==> config.mk <==
export PLATFORM = sky130hd
export DESIGN_NAME = divisor_secuencial
export DESIGN_NICKNAME = d
export VERILOG_FILES = /design/src/rtl/alu_pkg.sv /design/src/rtl/divisor_secuencial_paso_division.sv /design/src/rtl/divisor_secuencial.sv
export SDC_FILE = /design/constraint.sdc
export NUM_CORES = 1
export LEC_CHECK = 0
export CAP_MARGIN = 20
export CORE_UTILIZATION = 50
export CTS_CLUSTER_DIAMETER = 120
export CTS_CLUSTER_SIZE = 30
export DETAILED_ROUTE_END_ITERATION = 12
export MAX_ROUTING_LAYER = met4
export PLACE_DENSITY = 0.75
export SLEW_MARGIN = 20
export SYNTH_ARGS = -nofsm -noshare
export SYNTH_HDL_FRONTEND = slang
export SYNTH_HIERARCHICAL = 1
export SYNTH_SLANG_ARGS = --single-unit
export TNS_END_PERCENT = 10
==> constraint.sdc <==
create_clock -name clk -period 5.8 [get_ports clk]
set_input_delay 1.16 -clock clk [delete_from_list [all_inputs] [get_ports clk]]
set_output_delay 1.16 -clock clk [all_outputs]
set_load 0.05 [all_outputs]
==> src/rtl/alu_pkg.sv <==
`default_nettype none
// ============================================================================
// Module : alu_pkg
// Brief  : Shared ALU types and helpers (divider FSM states, counter width).
// Rev    : 1.0  initial release
// ============================================================================
package alu_pkg;

    typedef enum logic [1:0] {
        IDLE = 2'd0,
        CALC = 2'd1,
        DONE = 2'd2
    } estado_div_t;

    // Width of a counter that must reach n-1.
    function automatic int cnt_width(input int n);
        return (n > 1) ? $clog2(n) : 1;
    endfunction

endpackage
`default_nettype wire

==> src/rtl/divisor_secuencial_paso_division.sv <==
`default_nettype none
// ============================================================================
// Module : paso_division
// Brief  : One restoring-division step: trial subtract, keep or restore.
// Rev    : 1.0  initial release
// ============================================================================
module paso_division #(
    parameter int N = 4
) (
    input  logic [N:0]   i_r,
    input  logic [N-1:0] i_divisor,
    output logic [N:0]   o_r,
    output logic         o_q
);

    logic [N:0] w_diff;
    logic       w_neg;

    assign w_diff = i_r - {1'b0, i_divisor};
    assign w_neg  = w_diff[N];
    assign o_r    = w_neg ? i_r : w_diff;
    assign o_q    = ~w_neg;

endmodule
`default_nettype wire

==> src/rtl/divisor_secuencial.sv <==
`default_nettype none
// ============================================================================
// Module : divisor_secuencial
// Brief  : Multi-cycle unsigned restoring divider with start/busy/done.
// Rev    : 1.0  initial release
// ============================================================================
module divisor_secuencial
    import alu_pkg::*;
#(
    parameter int N = 4
) (
    input  logic         clk,
    input  logic         rst,
    input  logic         start,
    input  logic [N-1:0] aIn,
    input  logic [N-1:0] bIn,
    output logic [N-1:0] qOut,
    output logic [N-1:0] rOut,
    output logic         busy,
    output logic         done,
    output logic         ZeroDivFlag
);

    localparam int CW = cnt_width(N);

    estado_div_t   r_state;
    logic [N-1:0]  r_dividend;
    logic [N-1:0]  r_divisor;
    logic [N-1:0]  r_quot;
    logic [N:0]    r_rem;
    logic [CW-1:0] r_cnt;

    logic [N:0]    w_rshift;
    logic [N:0]    w_rnext;
    logic          w_qbit;
    logic          w_last;

    assign w_rshift = {r_rem[N-1:0], r_dividend[N-1]};
    assign w_last   = (r_cnt == CW'(N - 1));

    paso_division #(.N(N)) u_paso (
        .i_r       (w_rshift),
        .i_divisor (r_divisor),
        .o_r       (w_rnext),
        .o_q       (w_qbit)
    );

    assign busy = (r_state != IDLE);
    assign done = (r_state == DONE);

    // Results are latched on the edge entering DONE so they are valid with done.
    always_ff @(posedge clk or negedge rst) begin
        if (!rst) begin
            r_state     <= IDLE;
            r_dividend  <= '0;
            r_divisor   <= '0;
            r_quot      <= '0;
            r_rem       <= '0;
            r_cnt       <= '0;
            qOut        <= '0;
            rOut        <= '0;
            ZeroDivFlag <= 1'b0;
        end else begin
            case (r_state)
                IDLE: begin
                    if (start) begin
                        r_dividend <= aIn;
                        r_divisor  <= bIn;
                        r_quot     <= '0;
                        r_rem      <= '0;
                        r_cnt      <= '0;
                        if (bIn == '0) begin
                            r_state     <= DONE;
                            qOut        <= '1;
                            rOut        <= aIn;
                            ZeroDivFlag <= 1'b1;
                        end else begin
                            r_state <= CALC;
                        end
                    end
                end
                CALC: begin
                    r_dividend <= {r_dividend[N-2:0], 1'b0};
                    r_rem      <= w_rnext;
                    r_quot     <= {r_quot[N-2:0], w_qbit};
                    r_cnt      <= r_cnt + CW'(1);
                    if (w_last) begin
                        r_state     <= DONE;
                        qOut        <= {r_quot[N-2:0], w_qbit};
                        rOut        <= w_rnext[N-1:0];
                        ZeroDivFlag <= 1'b0;
                    end
                end
                DONE: begin
                    r_state <= IDLE;
                end
                default: begin
                    r_state <= IDLE;
                end
            endcase
        end
    end

endmodule
`default_nettype wire
==> results of run 1 <==
[power by group]
group          internal [W]  switching, W  leakage [nW]  total (W)
combinational      0.000330      0.000391         0.421   0.000721
sequential         0.000286     0.0000771         0.347   0.000363
clock             0.0000384     0.0000576        0.0210  0.0000960
total              0.000654      0.000525         0.789    0.00118
[registers in the layout (all words and copies together), names as in the netlist]
register and cells:
ZeroDivFlag 1, qOut 4, rOut 4, r_cnt 2, r_dividend 4, r_divisor 4, r_quot 3, r_rem 4
r_state 2
[cells in the mapped netlist, drive strengths merged (2+ instances only)]
cell	count
a21oi	11
a22o	9
a22oi	3
a2bb2oi	4
and2b	5
buf	6
dfrtp	28
ha	6
inv	7
mux2	13
mux2i	2
nand2	4
nand2b	3
nor2b	3
o21ai	5
o21bai	2
[cell usage in the layout, fill, tap and decap left out, drive strengths merged, types with 5 or more instances in the layout]
cell type and n:
a22o 9, a21oi 11, clkdlybuf4s50 21, inv 7, o21ai 5, mux2 13, ha 6, dfrtp 28
and2b 5
[final cells by class]
type / instances / area [µm²] / area share [%]
inverters: 7 / 26.28 / 1.508
multi-input cells: 82 / 715.7 / 41.06
well taps: 31 / 38.79 / 2.225
clock buffers: 4 / 36.28 / 2.082
repair buffers: 23 / 225.2 / 12.92
flip-flops and latches: 28 / 700.7 / 40.20
[logic make-up (layout without fill, tap and decap cells)]
group                      after synthesis  after routing  synth area share, %
and+or+nand+nor                         22             22                11.07
buffers and inverters                   13             34                5.033
muxes                                   15             15                12.16
DFF                                     28             28                46.98
AOI/OAI and AO/OA                       37             37                17.79
xor gates and xnor gates                 1              1               0.5874
adders and majority gates                7              7                6.376
[per-layer routing]
metal / global-route usage, % / up-vias
li1: - / 492
met1: 28.48 / 504
met2: 33.45 / 14
met3: 2.074 / 2
met4: 4.181 / 0
met5: - / -
[path summary, 6_finish.rpt]
kind	slack (ns)	start	endpoint
setup / recovery	2.71	r_state[0]$_DFFE_PN0P_	busy
hold / removal	0.53	r_dividend[0]$_DFFE_PN0P_	r_dividend[0]$_DFFE_PN0P_
setup reg to reg	2.92	r_dividend[3]$_DFFE_PN0P_	rOut[3]$_DFFE_PN0P_
hold reg to reg	0.53	r_dividend[0]$_DFFE_PN0P_	r_dividend[0]$_DFFE_PN0P_
max in group asynchronous	4.33	rst	r_rem[0]$_DFFE_PN0P_
min in group asynchronous	1.20	rst	r_quot[2]$_DFFE_PN0P_
[worst reg2reg max path: stages (launching register included)]
cell	delay [ns]
dfrtp_1	0.39
inv_1	0.06
ha_1	0.22
fa_1	0.42
inv_1	0.08
a21oi_1	0.07
o21bai_1	0.16
ha_1	0.39
nor4bb_1	0.21
a31oi_1	0.13
nand4_1	0.13
mux2_2	0.28
mux2_4	0.25
[stage by stage]
stage | hold slack (ns) | total power (W) | cells
floorplan | 0.4635 | 0.0009175 | 123
global placement | 0.4871 | 0.001053 | 171
detailed placement | 0.4905 | 0.001082 | 171
CTS | 0.5330 | 0.001178 | 175
global route | 0.5445 | 0.001241 | 175
finish | 0.5292 | 0.001180 | 175
==> results.yml, run 1 <==
routing:
  drc: 0
  viasPerCell: 5.783
  drt-wirelength-per-cell_um: 17.21
  drtIter0Drc: 20
  maxUsedRoutingLayer: "met4"
  drt-pass1-iter-count: 4
  wl_met2_mm: 1.481
  vias: 1012
  wl_met3_um: 52
  detail-route-antenna-nets: 0
  met1_length_mm: 1.469
  wl_mm: 3.012
synthesis:
  netlist_top_cells_area: "dfrtp_1 47%, mux2_2 6.8%, ha_1 5.0%, a22o_1 4.7%, mux2_4 4.0%"
  yosys_most_used_dff: "dfrtp_1"
  synth_area_mm2: 0.001491
  synth_top_area_share_pct: 46.98
  ys_seq_area_share_pct: 46.98
  yosys_warnings: 6
  synth_edf_count: 0
  synth_largest_area_cell: "dfrtp_1"
  synth.distinct_cells: 33
  async_flop_share_pct: 100.0
  syn_inst: 123
  syn_avg_cell_area_um2: 12.13
  postSynthNetCount: 141
  ys_ff_latch: 28
timing:
  hold_viol: 0
  setup_viol: 0
  worst_slew_pin_slew_ns: 0.5333
  rsz0062_at_grt: "false"
  period_share_pct: 53.28
  drv_slew: 0
  slew_headroom_pct: 64.15
  fmax_ghz: 0.3236
  skew_ns: 0.005093
  fin_crit_ns: 3.090
  tns_ns: 0
  setup_ws_ns: 2.710
cts:
  cts.sinks: 28
  ctsResizeCount: 0
  cts_made_buffers: 3
  clk_latency_ns: 0.33
  tritoncts: "yes"
  root_buffer: "clkbuf_4"
  postCtsSetupBuffers: 0
  hold_buffers: 0
  h-tree-depth: 1
  clkSlewWorstSetupHoldPaths_ns: 0.15
  cts_max_path_buffers: 2
floorplan:
  die_y_um: 56.62
  io_pins: 22
  initial_core_util_pct: 53.62
  core_area_mm2: 0.002781
  rows: 19
  die_w_um: 56.62
  dieArea_mm2: 0.003205
grt:
  antenna_found_initial: 0
  grt_max_degree: 29
  grt_pass1_wl_mm: 4.974
  grt.total_usage_pct: 20.65
  grt_pass1_vias: 1040
  grt_overflow_total: 0
worst_setup_path:
  end_kind: "primary output"
  worst-path-stages: 2
  cp_cell_sequence: "or2_2 -> clkdlybuf4s50_1"
  crit_buf_inv: 1
  critical_path_class: "reg2out"
  ff2ff_path_depth: 12
  crit_required_ns: 4.64
  cp-start-kind: "flop"
  crit_fanout: 11
  cpPeakStageDelay_ns: 0.70
  arrival_ns: 1.93
  cpMaxStageDelayCell: "clkdlybuf4s50_1"
  cp_top_family: "buffers and inverters"
pwr:
  p_leak_nw: 0.7892
  irDropWorstVdd_uv: 384.2
  p_per_area_mw_per_mm2: 676.9
final_layout:
  diodes: 0
  fillers: 234
  post-route-util_pct: 62.66
  drive_above_1_share_pct: 17.36
  syn_to_final_growth_pct: 16.86
  nNetsFinal: 163
  fin_area_mm2: 0.001743
hold_path:
  min_path_type: "reg2reg"
  hold_depth: 2
placed_design:
  dp_slack_ns: 2.935
  dpl.hpwl_mm: 2.247
  place_congestion: 0.8713
  port_buffers: 21
  placed_area_mm2: 0.001707
status:
  outcome: "completed"
flow_run:
  max-cap-violations: 0
Power figures use the tool's default switching activity.
==> run 2, diff against run 1 <==
Settings changed: CORE_UTILIZATION 50 to 48, PLACE_DENSITY 0.75 to 0.76.
Clock period 5.8 ns to 2.8 ns, I/O delays scaled along.
==> run 2 against run 1 <==
- the run now ends with design-rule violations left
- clock skew fell by 0.0029 ns
- critical path depth rose by 9
- cell area rose by 6.4%
- core utilization rose by 2.3 points
- critical path type is now reg2reg
- largest cell class unchanged
==> results.yml, run 2 (synthesis gave the netlist of run 1 again) <==
status:
  outcome: "finished, violations left"
  violations: "design-rule violations"
timing:
  slew_headroom_pct: 55.08
  skew_ns: 0.002207
  hold_viol: 0
  drv_slew: 0
  worst_slew_pin_slew_ns: 0.6724
  fmax_ghz: 0.3720
  fin_crit_ns: 2.688
  setup_viol: 0
  period_share_pct: 96.00
final_layout:
  multiInputGateArea_um2: 750.7
  stdcell_count: 183
  nNetsFinal: 171
  syn_to_final_growth_pct: 24.33
  diodes: 0
  drive_above_1_share_pct: 25.66
  fillers: 221
  ff_latch_area_um2: 700.7
  mostFrequentLayoutCell: "dfrtp_1"
  mostFrequentLayoutCells: "28 x dfrtp_1, 21 x clkdlybuf4s50_1, 11 x a21oi_1, 10 x buf_4"
cts:
  cts.sinks: 28
  h-tree-depth: 1
  tritoncts: "yes"
  cts_made_buffers: 3
  hold_buffers: 0
  clk_latency_ns: 0.32
  root_buffer: "clkbuf_4"
  cts_max_path_buffers: 2
  clkSlewWorstSetupHoldPaths_ns: 0.15
worst_setup_path:
  critical_path_class: "reg2reg"
  r2r_end: "rOut[3]$_DFFE_PN0P_"
  ff2ff_path_depth: 11
  cp_cell_sequence: "ha_4 -> fa_2 -> inv_2 -> a21oi_1 -> o21bai_2 -> ha_4 -> nor4bb_1 -> a31oi_1 -> nand4_1 -> mux2_4 -> mux2_4"
  arrival_ns: 2.92
  r2r_slack_ns: 0.11
  r2r-start: "r_divisor[0]$_DFFE_PN0P_"
  cp-start-kind: "flop"
  cpPeakStageDelay_ns: 0.44
  cpMaxStageDelayCell: "dfrtp_1"
  crit_required_ns: 3.03
  crit_fanout: 7
  end_kind: "flop"
routing:
  drt-pass1-iter-count: 8
  viasPerCell: 5.847
  drt-wirelength-per-cell_um: 17.07
  detail-route-antenna-nets: 0
  wl_mm: 3.124
  vias: 1070
  drc: 1
  drtIter0Drc: 34
grt:
  antenna_found_initial: 0
  grt.total_usage_pct: 21.08
  grt_max_degree: 29
  grt_overflow_total: 0
  grt_pass1_vias: 1106
  grt_pass1_wl_mm: 5.264
floorplan:
  initial_core_util_pct: 52.28
  rows: 19
  die_y_um: 57.74
  io_pins: 22
  core_area_mm2: 0.002853
  die_w_um: 57.74
  dieArea_mm2: 0.003334
placed_design:
  dpl.hpwl_mm: 2.214
  port_buffers: 21
  place_congestion: 0.9403
  dp_cells: 173
hold_path:
  min_path_type: "reg2reg"
  whs_endpoint: "r_cnt[1]$_DFFE_PN0P_"
  hold_depth: 1
  worstHoldStart: "r_cnt[1]$_DFFE_PN0P_"
flow_run:
  max-cap-violations: 0
-- run 2: cell types whose count changed in the layout (fill, tap and decap cells not counted), moves of 2 or more --
cell | previous run | this run
buf_4 | 2 | 10
ha_1 | 6 | 4
ha_4 | 0 | 2
inv_1 | 7 | 5
inv_2 | 0 | 2
-- run 2: cell type report --
cell class / instances / share of cell area, %
multi-input cells: 82 / 40.49
flip-flops and latches: 28 / 37.79
repair buffers: 31 / 15.38
well taps: 31 / 2.092
clock inverters: 1 / 1.619
inverters: 7 / 1.417
clock buffers: 3 / 1.215
-- run 2: how the worst max path moves through the flow --
stage | startpoint | end | slack, ns | depth (start not counted)
after floorplan | r_dividend[3]$_DFFE_PN0P_ | rOut[3]$_DFFE_PN0P_ | 0.17 | 13
after global placement | r_dividend[3]$_DFFE_PN0P_ | rOut[3]$_DFFE_PN0P_ | 0.12 | 12
after detailed placement | r_dividend[3]$_DFFE_PN0P_ | rOut[3]$_DFFE_PN0P_ | -0.06 | 12
after CTS | r_dividend[3]$_DFFE_PN0P_ | rOut[3]$_DFFE_PN0P_ | 0.04 | 12
after global routing | r_divisor[0]$_DFFE_PN0P_ | rOut[3]$_DFFE_PN0P_ | -0.008 | 11
final | r_divisor[0]$_DFFE_PN0P_ | rOut[3]$_DFFE_PN0P_ | 0.11 | 11
-- run 2: metal layers --
metal | global-route usage [%] | wire length [µm] | share of wire, % | vias to the layer above
li1 | - | - | - | 506
met1 | 26.10 | 1390 | 44 | 532
met2 | 37.71 | 1588 | 51 | 30
met3 | 2.009 | 127 | 4.1 | 2
met4 | 4.422 | 19 | 0.61 | 0
met5 | - | 0 | 0 | -
-- run 2: critical path: cells and delay by family (launching register included) --
family | cells | cell delay [ns]
DFF | 1 | 0.44
muxes | 2 | 0.54
and+or+nand+nor | 2 | 0.30
AOI/OAI and AO/OA | 3 | 0.41
buffers and inverters | 1 | 0.06
adders and majority gates | 3 | 0.83
-- run 2: metrics by stage --
| stage | worst slack (ns) | cell area (µm²) | util, % | hold WS, ns | setup TNS [ns] |
|---|---|---|---|---|---|
| global route | -0.007831 | 1854 | 65.00 | 0.5622 | -0.007831 |
| finish | 0.1119 | 1854 | 65.00 | 0.5228 | 0 |
| detailed placement | -0.06033 | 1722 | 60.35 | 0.4849 | -0.06033 |
| global placement | 0.1238 | 1722 | 60.35 | 0.4876 | 0 |
| floorplan | 0.1694 | 1491 | - | 0.2644 | 0 |
| CTS | 0.03938 | 1797 | 62.98 | 0.5268 | 0 |
-- run 2: repair_timing --
| item | in CTS | in global routing |
|---|---|---|
| pin swaps | 1 | 4 |
| endpoints found under the setup margin | 1 | 1 |
| gates resized for setup | 3 | 6 |
| endpoints found under the hold margin | 0 | 0 |
| setup buffers | 1 | 5 |
Power of run 2 is not shown: default switching activity piles up to over one toggle a cycle in this logic, so the estimate is an artifact.
